[config.mk]
export PLATFORM = sky130hd
export DESIGN_NAME = dft_hijack_ctrl
export DESIGN_NICKNAME = d
export VERILOG_FILES = /design/src/rtl/dft_hijack_pkg.sv /design/src/rtl/dft_hijack_shifter.sv /design/src/rtl/dft_hijack_ctrl.sv
export SDC_FILE = /design/constraint.sdc
export NUM_CORES = 1
export LEC_CHECK = 0
export CAP_MARGIN = 0
export CORE_UTILIZATION = 40
export CTS_BUF_LIST = sky130_fd_sc_hd__clkbuf_2
export DETAILED_ROUTE_END_ITERATION = 10
export PLACE_DENSITY = 0.68
export REMOVE_ABC_BUFFERS = 1
export SLEW_MARGIN = 20
export SYNTH_ARGS = -nofsm -noshare
export SYNTH_HDL_FRONTEND = slang
export SYNTH_SLANG_ARGS = --single-unit
[constraint.sdc]
create_clock -name clk -period 4.1 [get_ports clk]
set_input_delay 0.82 -clock clk [delete_from_list [all_inputs] [get_ports clk]]
set_output_delay 0.82 -clock clk [all_outputs]
set_load 0.01 [all_outputs]
[src/rtl/dft_hijack_pkg.sv]
// dft_hijack_pkg: shared FSM state and opcode enums plus frame geometry for the DFT hijack controller
package dft_hijack_pkg;
  localparam int HJ_FRAME_W = 16;
  localparam int HJ_OP_W = 4;
  typedef enum logic [1:0] {
    HJ_LOCKED   = 2'd0,
    HJ_UNLOCK1  = 2'd1,
    HJ_UNLOCKED = 2'd2
  } hj_state_t;
  typedef enum logic [HJ_OP_W-1:0] {
    OP_UNLOCK  = 4'h1,
    OP_WR_EN   = 4'h2,
    OP_WR_VAL  = 4'h3,
    OP_READ    = 4'h4,
    OP_LOCK    = 4'h5,
    OP_CLR_ERR = 4'h6
  } hj_op_t;
endpackage

[src/rtl/dft_hijack_shifter.sv]
// dft_hijack_shifter: frame shift-in (tsel/tdi), saturating bit count, frame-end detect (frame_end, len_ok) and return shift-out (load_rd/rd_data -> tdo)
module dft_hijack_shifter
  import dft_hijack_pkg::*;
(
  input  logic                  clk,
  input  logic                  rst,
  input  logic                  tsel,
  input  logic                  tdi,
  input  logic                  load_rd,
  input  logic [HJ_FRAME_W-1:0] rd_data,
  output logic [HJ_FRAME_W-1:0] frame,
  output logic                  frame_end,
  output logic                  len_ok,
  output logic                  tdo
);
  logic                  tsel_q;
  logic [4:0]            cnt;
  logic [HJ_FRAME_W-1:0] ret;
  assign frame_end = tsel_q & ~tsel;
  assign len_ok = cnt == 5'd16;
  assign tdo = ret[HJ_FRAME_W-1];
  always_ff @(posedge clk or posedge rst)
    if (rst) begin
      tsel_q <= 1'b0;
      cnt <= 5'd0;
      frame <= '0;
      ret <= '0;
    end else begin
      tsel_q <= tsel;
      if (tsel) frame <= {frame[HJ_FRAME_W-2:0], tdi};
      cnt <= frame_end ? 5'd0 : (tsel && cnt != 5'd17) ? cnt + 5'd1 : cnt;
      ret <= load_rd ? rd_data : tsel ? {ret[HJ_FRAME_W-2:0], 1'b0} : ret;
    end
endmodule

[src/rtl/dft_hijack_ctrl.sv]
// dft_hijack_ctrl: key-gated serial controller (tsel/tdi in, tdo out) driving ten_hijack/ten_hijacki[NCH], reading hj_obs, flags unlocked/err; optional idle relock with DFT_HIJACK_TIMEOUT_EN
module dft_hijack_ctrl
  import dft_hijack_pkg::*;
#(
  parameter int          NCH     = 4,
  parameter logic [11:0] KEY1    = 12'hA5C,
  parameter logic [11:0] KEY2    = 12'h3E7,
  parameter int          TIMEOUT = 1024
) (
  input  logic           clk,
  input  logic           rst,
  input  logic           CELV,
  input  logic           CELG,
  input  logic           CELSUB,
  input  logic           tsel,
  input  logic           tdi,
  output logic           tdo,
  output logic [NCH-1:0] ten_hijack,
  output logic [NCH-1:0] ten_hijacki,
  input  logic [NCH-1:0] hj_obs,
  output logic           unlocked,
  output logic           err
);
  hj_state_t             state, st_n;
  logic [NCH-1:0]        en_n, val_n;
  logic                  err_n, rd_load, to_hit, frame_end, len_ok, unused;
  logic [HJ_FRAME_W-1:0] frame, rd_data;
  logic [HJ_OP_W-1:0]    op;
  logic [11:0]           pl;
  assign op = frame[HJ_FRAME_W-1 -: HJ_OP_W];
  assign pl = frame[11:0];
  assign rd_load = frame_end & len_ok & (op == OP_READ);
  assign rd_data = {state, err, 1'b0, 12'(hj_obs)};
  assign unused = ^{CELV, CELG, CELSUB, frame, TIMEOUT != 0};
  dft_hijack_shifter u_shifter (
    .clk(clk), .rst(rst), .tsel(tsel), .tdi(tdi), .load_rd(rd_load), .rd_data(rd_data),
    .frame(frame), .frame_end(frame_end), .len_ok(len_ok), .tdo(tdo)
  );
`ifdef DFT_HIJACK_TIMEOUT_EN
  localparam int TW = $clog2(TIMEOUT + 1);
  logic [TW-1:0] tcnt;
  assign to_hit = state == HJ_UNLOCKED && !tsel && tcnt == TW'(TIMEOUT - 1);
  always_ff @(posedge clk or posedge rst)
    if (rst) tcnt <= '0;
    else tcnt <= (state != HJ_UNLOCKED || tsel || to_hit) ? '0 : tcnt + TW'(1);
`else
  assign to_hit = 1'b0;
`endif
  always_comb begin
    st_n = state;
    en_n = ten_hijack;
    val_n = ten_hijacki;
    err_n = err;
    if (frame_end && !len_ok) begin
      err_n = 1'b1;
      if (state == HJ_UNLOCK1) st_n = HJ_LOCKED;
    end
    if (frame_end && len_ok) begin
      if (op != OP_UNLOCK && state == HJ_UNLOCK1) st_n = HJ_LOCKED;
      case (op)
        OP_UNLOCK: begin
          if (state == HJ_LOCKED) begin
            st_n = pl == KEY1 ? HJ_UNLOCK1 : HJ_LOCKED;
            err_n = err | (pl != KEY1);
          end else if (state == HJ_UNLOCK1) begin
            st_n = pl == KEY2 ? HJ_UNLOCKED : HJ_LOCKED;
            err_n = err | (pl != KEY2);
          end
        end
        OP_WR_EN:   if (state == HJ_UNLOCKED) en_n = pl[NCH-1:0];
        OP_WR_VAL:  if (state == HJ_UNLOCKED) val_n = pl[NCH-1:0];
        OP_LOCK:    st_n = HJ_LOCKED;
        OP_CLR_ERR: err_n = 1'b0;
        default: ;
      endcase
    end
    if (to_hit) st_n = HJ_LOCKED;
    if (st_n != HJ_UNLOCKED) begin
      en_n = '0;
      val_n = '0;
    end
  end
  always_ff @(posedge clk or posedge rst)
    if (rst) begin
      state <= HJ_LOCKED;
      ten_hijack <= '0;
      ten_hijacki <= '0;
      err <= 1'b0;
      unlocked <= 1'b0;
    end else begin
      state <= st_n;
      ten_hijack <= en_n;
      ten_hijacki <= val_n;
      err <= err_n;
      unlocked <= st_n == HJ_UNLOCKED;
    end
endmodule
* After elaboration in Yosys (flattened, before gate mapping) *
Cells that the tools add are included.

storage, ports and cells
  bits in registers = 50
  input bits = 11
  output and inout port bits = 11
  logic and storage cells = 72

operators by class
  $add $sub $neg = 1
  equal/unequal tests = 17
  multiplexer cells = 25
  bitwise logic cells = 6
  reductions and logical operators = 14

operators by type and width
  kind                  count
  $mux 16               2
  $mux 4                7
  $mux 2                7
  $eq 12x10->1 const B  1
  $eq 12x12->1 const B  1
  $eq 4x3->1 const B    3
  $ne 12x10->1 const B  1
  $ne 12x12->1 const B  1
  $reduce_bool 2->1     6
  $mux 5                2
  $eq 4x2->1 const B    2
  $reduce_and 3->1      2
  $add 5x1->5 const B   1
  $eq 5x5->1 const B    1
  $mux 1                5
  $ne 5x5->1 const B    1
  $eq 2x2->1 const B    2
  $eq 4x1->1 const B    1
  $logic_and 1x1->1     4
  $ne 4x1->1 const B    1
  $pmux 2 s2            1
  $and 1x1->1           3
  $eq 2x1->1 const B    1
  $logic_not 2->1       1
  other kinds (5)       6

* Longest topological paths before layout *
  word-level depth = 12
  mapped depth = 8

* Hierarchy *
A second synthesis with hierarchy kept.

unflattened totals
  cell total of the unflattened synthesis = 209
  area total of the unflattened synthesis = 2411.1 µm²

modules (own cells, without submodules)
  module              times used  cells an instance  area each (µm²)  sequential area each (µm²)
  dft_hijack_shifter  1           137                1674.1           950.9
  dft_hijack_ctrl     1           72                 737.0            300.3

* Least setup slack after synthesis *
No wires, ideal clock.

  path kind = input port to flip-flop
  start point = input tsel
  end point = register ten_hijack[0]
  setup time = 86 ps
  data arrival time = 1862 ps
  data required time = 4014 ps
  setup slack = 2152 ps
  stages = 5
  buffers on the path = 1
  cells stage by stage = nor3b_1 > nand2_1 > o41a_1 > buf_6 > nor3_1

on the way
  cells in the longest elaborated chain, start to end = 12
  elaborated cells on any way between the ends = 16
  classes of those cells = eq/ne: 1; mux: 7; bitwise: 2; reduce/logical: 6

RTL lines
  element                      RTL line                  RTL
  start, declared              dft_hijack_ctrl.sv:15     input logic tsel,
  $not 1->1 (*)                dft_hijack_shifter.sv:19  assign frame_end = tsel_q & ~tsel;
  $and 1x1->1 (*)              dft_hijack_shifter.sv:19
  $logic_and 1x1->1            dft_hijack_ctrl.sv:54     if (frame_end && !len_ok) begin
  $mux 2                       dft_hijack_ctrl.sv:54
  $mux 2                       dft_hijack_ctrl.sv:59     if (op != OP_UNLOCK && state == HJ_UNLOCK1) st_n = HJ_LOCKED;
  $mux 2                       dft_hijack_ctrl.sv:65     end else if (state == HJ_UNLOCK1) begin
  $mux 2                       dft_hijack_ctrl.sv:62     if (state == HJ_LOCKED) begin
  $pmux 2 s2                   dft_hijack_ctrl.sv:60     case (op)
  $mux 2                       dft_hijack_ctrl.sv:58     if (frame_end && len_ok) begin
  $ne 2x2->1                   dft_hijack_ctrl.sv:78     if (st_n != HJ_UNLOCKED) begin
  $reduce_bool 2->1 (no line)  n/a
  $reduce_and 3->1 (no line)   n/a
  end signal, assigned         dft_hijack_ctrl.sv:92     ten_hijack <= en_n;
  end, declared                dft_hijack_ctrl.sv:18     output logic [NCH-1:0] ten_hijack,

Mark *: on every way between the ends. The rest lies on a longest branch, timed or not.
A chain may end at the register's enable or synchronous reset.

* Worst setup path in the final report *
  start point = register err
  end point = output err

RTL lines
  element                 RTL line               RTL
  start, declared         dft_hijack_ctrl.sv:22  output logic err
  start signal, assigned  dft_hijack_ctrl.sv:94  err <= err_n;

No word-level cell between the ends.

==> metrics.txt <==
status finished clean; crit path launch err$_DFF_PP0_; first-pass GRT wire length 7130 µm; cell area after synthesis 2310 µm²; Crit path depth 1; worst-margin pin slew 828 ps; R2R cell count 6; CTS buffer count 5; R2R Setup Slk 1870 ps; WL final 4100 µm; cts hold-fix bufs 0; Yosys Warn Count 0; commonest cells after routing, fill and taps aside 50 x dfrtp_1, 22 x mux2i_1, 17 x mux2_2, 17 x clkdlybuf4s50_1, 14 x nor2_1; drt via density 5.48; mean area per synthesized cell roughly 12 µm²; Worst Path Buf+Inv 1; post-synthesis cell count 189; Final GP Congestion 0.761; final period utilization 55.1%; Cell Pwr Density between 400 and 500 nW/µm²; Synth cell types 39; vias in the first global route 1445; Fmax 0.443 GHz; slowest cell on the critical path clkdlybuf4s50_1; Worst path top cell family by delay buffers and inverters; die area 6080 µm²; CP startpoint kind flop; top sig layer met4; Peak VDD IR 0.224 mV; WL met3 196 µm; Post-DRT Antenna Nets 0; CP max FO 3; Max Cap Violations 0; min-delay src u_shifter.ret[15]$_DFFE_PP0P_; ys async rst share 100%; Final setup viols 0; Final min period 2260 ps; Antenna Diode Count 0; wire per inst 14.5 µm; Setup WS post-layout 1840 ps; Final Hold Viols 0; IO Pins 22; Layout Nets 223; pre-CTS setup slack 1720 ps; Port Buffer Count 18; grt ovf 0; Root Driver clkbuf_2; CTS tree done; Slew Limit Fails 0; Setup crit end kind primary output; hpwl dp 2720 µm; crit-path cells clkdlybuf4s50_1; layout cells sized above 1 16.2%; Skew-Pair Late Insertion Delay about 430 ps; Max stage delay on crit path 550 ps; Initial DRT Pass Iterations 4; met2 WL about 1900 µm; post-cts sizing count 0; largest area contributor in the netlist dfrtp_1; Post-synth EDFFs 0; post-CTS setup buffer count 0; Core ar. 5540 µm²; wl on met1 1940 µm; pin count of the biggest net entering global routing 51; Longest Clk Path Bufs 2; routed vias roughly 1500; CP required 3280 ps; First DRT Iteration DRCs 108; sequential fraction of the synthesis area 54.2%; Die Ht between 70 and 80 µm; top cells by area, synth dfrtp_1 54%, mux2i_1 9.5%, mux2_2 8.3%; Clk pin slew, worst setup/hold paths 260 ps; Setup TNS Final 0 ps; Layout Area Growth over Synthesis 13.5%; RSZ-0062 raised after global routing no; Pwr Total 1100 µW; leading cell type in the layout, fill and taps excluded dfrtp_1; R2R Path Start u_shifter.cnt[0]$_DFFE_PP0P_; Starting Density 41.6%; Slew headroom 44.7%; global-route usage over all layers 15.2%; Worst Setup EP err; CTS Sinks 50; reg-to-reg endpoint ten_hijack[3]$_DFFE_PP0P_; Min-Delay Path Class flop to flop; initial antenna violation count 0; Yosys top cell area share 54.2%; die width 77.9 µm; residual DRC count 0; most used flip-flop cell after synthesis dfrtp_1; row count 27; Setup Skew 31.8 ps; Arr. time, crit path 1440 ps; critical path type flop to primary output; CTS H-Tree Depth 2; synthesized flop and latch total 50; Leak Pwr 0.00123 µW
## per-layer routing
layer | GRT usage [%] | up-vias
met5 | 0 | -
met4 | 5.74 | 0
met3 | 3.76 | 6
met2 | 23.5 | 32
met1 | 20.6 | 774
li1 | - | 733
## registers in the layout, summed over array words and instances (netlist names)
| register | cells |
|---|---|
| unlocked | 1 |
| u_shifter.frame | 16 |
| u_shifter.tsel_q | 1 |
| ten_hijacki | 4 |
| err | 1 |
| u_shifter.ret | 16 |
| u_shifter.cnt | 5 |
| state | 2 |
| ten_hijack | 4 |
## Yosys cell counts, drive strengths merged, types with 2 or more instances
cell type  instances
dfrtp             50
mux2              17
ha                 3
o21ai              7
nand3              4
nor4bb             2
nor3               9
nand4b             2
mux2i             22
nand4bb            2
nand2              9
or4b               2
nand4              4
nand2b             3
nor2b              3
nor3b              2
inv                5
buf                6
o41ai              2
nor2              14
a22o               4
a21o               5
## final cells by class
type	count	area (µm²)
well taps	72	90.1
clock inverters	3	40.0
fillers	535	2920
clock buffers	5	25.0
multi-input cells	127	1000
flip-flops and latches	50	1250
repair buffers	20	190
inverters	5	20.0
## report_power, final
group	total, µW	switching, µW	internal, µW	leakage, µW
Sequential	659	90.2	569	0.000655
Combinational	191	79.7	111	0.000536
Clock	255	154	101	0.0000427
## worst min-delay path by stage
| stage | depth (start not counted) | slack (ps) | endpoint |
|---|---|---|---|
| 3_5_place_dp | 1 | 470 | u_shifter.ret[1]$_DFFE_PP0P_ |
| 6_report | 1 | 510 | u_shifter.ret[15]$_DFFE_PP0P_ |
| 2_1_floorplan | 1 | 450 | u_shifter.ret[3]$_DFFE_PP0P_ |
| 3_3_place_gp | 1 | 460 | u_shifter.ret[15]$_DFFE_PP0P_ |
| 5_1_grt | 1 | 480 | u_shifter.tsel_q$_DFF_PP0_ |
| 4_1_cts | 1 | 510 | u_shifter.tsel_q$_DFF_PP0_ |
## logic make-up (layout without fill, tap and decap cells)
group,after synthesis,after routing,synth area share (%)
buffers and inverters,12,33,2.55
xor gates and xnor gates,1,1,0.380
muxes,39,39,17.8
AOI/OAI and AO/OA,24,24,8.41
DFF,50,50,54.2
and+or+nand+nor,60,60,15.0
adders and majority gates,3,3,1.63
## stage by stage
step,utilization (%),area [µm²],std cells,hold WS [ps]
2_1_floorplan,-,2270,182,449
5_1_grt,47.3,2620,282,482
4_1_cts,47.2,2620,282,510
6_report,47.3,2620,282,514
3_3_place_gp,46.1,2550,274,463
3_5_place_dp,46.1,2550,274,471
Note: power is estimated with default switching activity, not from simulation.
